--- config.mk ---
export PLATFORM = sky130hd
export DESIGN_NAME = stopwatch_bcd
export DESIGN_NICKNAME = d
export VERILOG_FILES = /design/src/rtl/stopwatch_bcd.sv
export SDC_FILE = /design/constraint.sdc
export NUM_CORES = 1
export LEC_CHECK = 0
export ABC_CLOCK_PERIOD_IN_PS = 2100
export CORE_AREA = 2 2 76 71
export DETAILED_ROUTE_END_ITERATION = 16
export DIE_AREA = 0 0 78 73
export GPL_ROUTABILITY_DRIVEN = 0
export PLACE_DENSITY = 0.74
export SLEW_MARGIN = 20
export SYNTH_ARGS = -nofsm -noshare
export SYNTH_HDL_FRONTEND = slang
export SYNTH_SLANG_ARGS = --single-unit
--- constraint.sdc ---
create_clock -name i_clkin -period 2.1 [get_ports i_clkin]
set_input_delay 0.42 -clock i_clkin [delete_from_list [all_inputs] [get_ports i_clkin]]
set_output_delay 0.42 -clock i_clkin [all_outputs]
set_load 0.1 [all_outputs]
--- src/rtl/stopwatch_bcd.sv ---
// MM:SS BCD stopwatch in the clkin domain, advanced by rising edges of the sampled div_clk.
// Run/pause/done FSM, lap hold of the displayed digits, optional wrap at 59:59.

module stopwatch_bcd_digit #(
    parameter logic [3:0] MAX = 4'd9
) (
    input  logic       i_clkin,
    input  logic       i_rst,
    input  logic       i_clear,
    input  logic       i_inc,
    output logic [3:0] o_digit,
    output logic       o_at_max
);
    logic [3:0] r_digit;

    always_ff @(posedge i_clkin) begin
        if (i_rst || i_clear)
            r_digit <= 4'd0;
        else if (i_inc)
            r_digit <= (r_digit >= MAX) ? 4'd0 : r_digit + 4'd1;
    end

    assign o_digit  = r_digit;
    assign o_at_max = (r_digit >= MAX);
endmodule

module stopwatch_bcd #(
    parameter int TICKS_PER_SEC = 1,
    parameter int WRAP_EN       = 1
) (
    input  logic       i_clkin,
    input  logic       i_rst,
    input  logic       i_div_clk,
    input  logic       i_start_stop,
    input  logic       i_clear,
    input  logic       i_lap,
    output logic [3:0] o_sec_ones,
    output logic [3:0] o_sec_tens,
    output logic [3:0] o_min_ones,
    output logic [3:0] o_min_tens,
    output logic       o_running,
    output logic       o_lap_active,
    output logic       o_wrap
);
    localparam int NUM_DIG = 4;
    // Digit 0 is sec_ones, digit 3 is min_tens.
    localparam logic [NUM_DIG-1:0][3:0] DIG_MAX   = {4'd5, 4'd9, 4'd5, 4'd9};
    localparam logic [7:0]              PCNT_LAST = 8'(TICKS_PER_SEC - 1);
    localparam bit                      WRAP      = (WRAP_EN != 0);

    typedef enum logic [1:0] {S_IDLE, S_RUN, S_PAUSE, S_DONE} state_t;

    state_t                  r_state;
    logic                    r_running;
    logic                    r_div_q;
    logic                    r_lap;
    logic                    r_wrap;
    logic [7:0]              r_pcnt;
    logic [NUM_DIG-1:0][3:0] r_held;
    logic [NUM_DIG-1:0][3:0] r_disp;
    logic [NUM_DIG-1:0][3:0] w_live;
    logic [NUM_DIG-1:0]      w_at_max;
    logic [NUM_DIG-1:0]      w_inc;
    logic                    w_tick;
    logic                    w_cnt_en;
    logic                    w_sec_step;
    logic                    w_term;
    logic                    w_sat;
    logic                    w_lap_nxt;

    assign w_tick     = i_div_clk & ~r_div_q;
    assign w_cnt_en   = w_tick && (r_state == S_RUN) && !i_clear;
    assign w_sec_step = w_cnt_en && (r_pcnt == PCNT_LAST);
    assign w_term     = &w_at_max;
    assign w_sat      = w_sec_step && w_term && !WRAP;
    assign w_inc[0]   = w_sec_step && !w_sat;
    assign w_lap_nxt  = i_clear ? 1'b0 : (r_lap ^ i_lap);

    genvar g;
    generate
        for (g = 1; g < NUM_DIG; g++) begin : g_carry
            assign w_inc[g] = w_inc[g-1] & w_at_max[g-1];
        end
        for (g = 0; g < NUM_DIG; g++) begin : g_dig
            stopwatch_bcd_digit #(.MAX(DIG_MAX[g])) u_dig (
                .i_clkin  (i_clkin),
                .i_rst    (i_rst),
                .i_clear  (i_clear),
                .i_inc    (w_inc[g]),
                .o_digit  (w_live[g]),
                .o_at_max (w_at_max[g])
            );
        end
    endgenerate

    always_ff @(posedge i_clkin) begin
        if (i_rst) begin
            r_state   <= S_IDLE;
            r_running <= 1'b0;
            r_div_q   <= 1'b0;
            r_lap     <= 1'b0;
            r_wrap    <= 1'b0;
            r_pcnt    <= 8'd0;
            r_held    <= '0;
            r_disp    <= '0;
        end else begin
            r_div_q <= i_div_clk;
            r_wrap  <= w_sec_step && w_term && WRAP;

            if (i_clear)
                r_pcnt <= 8'd0;
            else if (w_cnt_en)
                r_pcnt <= (r_pcnt == PCNT_LAST) ? 8'd0 : r_pcnt + 8'd1;

            // Saturation beats a same-edge start_stop: the run is over.
            if (i_clear) begin
                r_state   <= S_IDLE;
                r_running <= 1'b0;
            end else if (w_sat) begin
                r_state   <= S_DONE;
                r_running <= 1'b0;
            end else if (i_start_stop) begin
                unique case (r_state)
                    S_IDLE, S_PAUSE: begin
                        r_state   <= S_RUN;
                        r_running <= 1'b1;
                    end
                    S_RUN: begin
                        r_state   <= S_PAUSE;
                        r_running <= 1'b0;
                    end
                    default: ;
                endcase
            end

            r_lap <= w_lap_nxt;
            if (i_clear)
                r_held <= '0;
            else if (i_lap && !r_lap)
                r_held <= w_live;

            // Hold only while lap was already set; on set the held copy equals live time.
            r_disp <= (r_lap && w_lap_nxt) ? r_held : w_live;
        end
    end

    assign o_sec_ones   = r_disp[0];
    assign o_sec_tens   = r_disp[1];
    assign o_min_ones   = r_disp[2];
    assign o_min_tens   = r_disp[3];
    assign o_running    = r_running;
    assign o_lap_active = r_lap;
    assign o_wrap       = r_wrap;
endmodule

==> results.json <==
{
  "cp-end-kind": "register",
  "clk_pin_slew_worst_paths_ps": 70,
  "die_width_um": 78,
  "synth_common_cells": "61 x dfxtp_1, 40 x nand2_1, 36 x nor2_1, 30 x a21oi_1, 17 x mux2i_1",
  "dieArea_mm2": 0.00569,
  "cts_root_buf": "clkbuf_8",
  "rr_startpoint": "g_dig[1].u_dig.o_digit[0]",
  "power_frac_comb_pct": 4.0,
  "hold_start": "r_held[14]",
  "fin_nets": 353,
  "yosysSeqAreaShare_pct": 46.9,
  "grt_overflow_total": 0,
  "drive_above_1_share_pct": 19.6,
  "synth_seq_cells": 61,
  "syn_inst": 290,
  "first_iter_violations": 95,
  "setup_slack_ps": 163,
  "synth_area_leaders": "dfxtp_1 47%, ha_1 7.2%, mux2i_1 6.5%, a21oi_1 5.8%, nand2_1 5.8%",
  "area_delta_synth_final_pct": 23.7,
  "avgSynthCellArea_um2": 8.98,
  "whs_ps": 446,
  "ff2ff_setup_slack_ps": 160,
  "seqPwrFrac_pct": 46.4,
  "viasPerCell": 5.24,
  "die_h_um": 73,
  "htreeDepth": 3,
  "status": "finished clean",
  "power_density_mw_per_mm2": 778,
  "cts_hold_buf": 0,
  "synth_top_area_cell": "dfxtp_1",
  "yosysMostFrequentCell": "dfxtp_1",
  "min_period_ps": 1940,
  "finalPower_w": 0.00251,
  "antenna_found_initial": 0,
  "swShare_pct": 20.8,
  "fin_skew_ps": 7.44,
  "worst_ep_required_time_ps": 2370,
  "startpoint": "g_dig[1].u_dig.o_digit[0]",
  "buffer_ports.inserted": 24,
  "cap_violations": 0,
  "worst_pin_slew_ps": 350,
  "ys.flop_type": "dfxtp_1",
  "diodes": 0,
  "dp_hpwl_um": 3520,
  "finalCritPeriodShare_pct": 92.2,
  "syn_nets": 311,
  "synth.yosys.warnings": 0,
  "worstRegToRegCells": 7,
  "coreArea_mm2": 0.00500,
  "first_global_vias": 1984,
  "grt_max_degree": 19,
  "path_max_fanout": 8,
  "synth_area_mm2": 0.00260,
  "grtUsageTotal_pct": 19.8,
  "wl_per_cell_um": 12.6,
  "routed_wl_um": 5100,
  "p_int_w": 0.00199,
  "clock_latency_ps": 340,
  "hold_path_depth": 2,
  "hold-path-endpoint": "o_min_tens[2]",
  "critPathLaunchType": "register",
  "fp-row-count": 25,
  "yosysUniqueCellTypes": 42,
  "drc": 0,
  "cp.arrival_ps": 2210,
  "hold_path_class": "reg2reg",
  "async_flop_share_pct": 0,
  "drtAntennaViolNets": 0,
  "netSwitchingPower_w": 0.000522,
  "finalInstanceArea_mm2": 0.00322,
  "grt_pass1_wl_um": 8670,
  "io_pins": 25,
  "hold_violations": 0,
  "yosysTopAreaCellShare_pct": 46.9,
  "r2r-end": "g_dig[3].u_dig.o_digit[2]",
  "relSlewSlack_pct": 76.7,
  "drtPass1Iterations": 4,
  "p_clk_share_pct": 49.6,
  "vdd_drop_max_v": 0.000430,
  "cts_sinks": 61,
  "cts_made_buffers": 9,
  "start_util_pct": 52.0,
  "clock.fmax_mhz": 516,
  "final_max_slew_viol_count": 0,
  "vias": 2117,
  "dp_slack_ps": -167,
  "finalSetupTns_ps": 0,
  "synth_edf_count": 0,
  "path_class": "reg2reg",
  "placed_cell_area_mm2": 0.00297,
  "rsz0062_at_grt": "no",
  "cts_buffer_depth": 2,
  "p_leak_nw": 1.30,
  "cts_tree": "built",
  "setup_viol": 0
}
==> area by class of cell <==
class / count / area [um2]
inverter: 14 / 52.6
timing repair buffer: 43 / 335
multi-input combinational: 203 / 1290
sequential: 61 / 1220
clock inverter: 6 / 111
clock buffer: 10 / 128
tap: 67 / 83.8
fill: 416 / 1780
==> through the flow <==
stage                     std cells  utilization [%]
after detailed placement        388             59.4
after global routing            404             64.4
after global placement          388             59.4
final                           404             64.4
after floorplan                 290                -
after CTS                       404             64.2
==> power groups by stage <==
stage	logic (W)	registers [W]	clock network, W
after detailed placement	0.000100	0.00119	0
final	0.0000998	0.00116	0.00124
after global routing	0.000106	0.00116	0.00133
after floorplan	0.0000492	0.00120	0
after global placement	0.0000994	0.00119	0
after CTS	0.0000997	0.00116	0.00127
==> metal layers <==
layer	routed length, um	global-route usage (%)	up-vias
li1	-	-	1069
met1	2330	23.0	991
met2	2370	32.6	44
met3	269	6.31	13
met4	128	11.5	0
met5	0	0	-
==> placed cells by master (no fill, tap or decap), types with 3 or more instances in the layout <==
cell,n
nand2b_1,4
nand4_1,3
bufinv_16,3
buf_4,38
inv_1,14
ha_1,15
mux2i_1,17
a21oi_1,30
nor2_1,36
nand3_1,7
xor2_1,3
dfxtp_1,59
clkdlybuf4s50_1,5
nor3_1,6
xnor2_1,5
nand2_1,40
clkbuf_8,9
o21ai_0,6
==> sequential cells by signal, indices dropped and copies added (netlist names) <==
register,count
o_lap_active,1
r_held,16
r_state,2
o_sec_tens,4
o_sec_ones,4
o_wrap,1
g_dig.u_dig.o_digit,16
r_pcnt,8
o_min_tens,4
o_min_ones,4
r_div_q,1
==> logic make-up after synthesis <==
family                     synth area share (%)
muxes                                      6.53
buffers and inverters                      4.03
and+or+nand+nor                            22.7
adders and majority gates                  7.20
xor gates and xnor gates                   2.69
DFF                                        46.9
AOI/OAI and AO/OA                          9.94
==> worst max path at each step <==
stage	slack (ps)	endpoint
global route	20	g_dig[3].u_dig.o_digit[2]
detailed placement	-170	g_dig[3].u_dig.o_digit[2]
global placement	-130	g_dig[3].u_dig.o_digit[2]
CTS	110	g_dig[3].u_dig.o_digit[2]
floorplan	2	g_dig[3].u_dig.o_digit[2]
finish	160	g_dig[3].u_dig.o_digit[2]
==> worst max-delay path, stage by stage (launching register included) <==
cell and delay (ps):
dfxtp_1 480, inv_1 80, ha_1 200, nand2b_1 90, a21o_2 200, nand4_4 150
or4b_1 530, a21oi_1 140
==> what timing repair did <==
item | CTS | global route
endpoints found under the setup margin | 0 | 1
gates resized for setup | 0 | 1
buffers inserted | 0 | 0
Power figures use the tool's default switching activity.
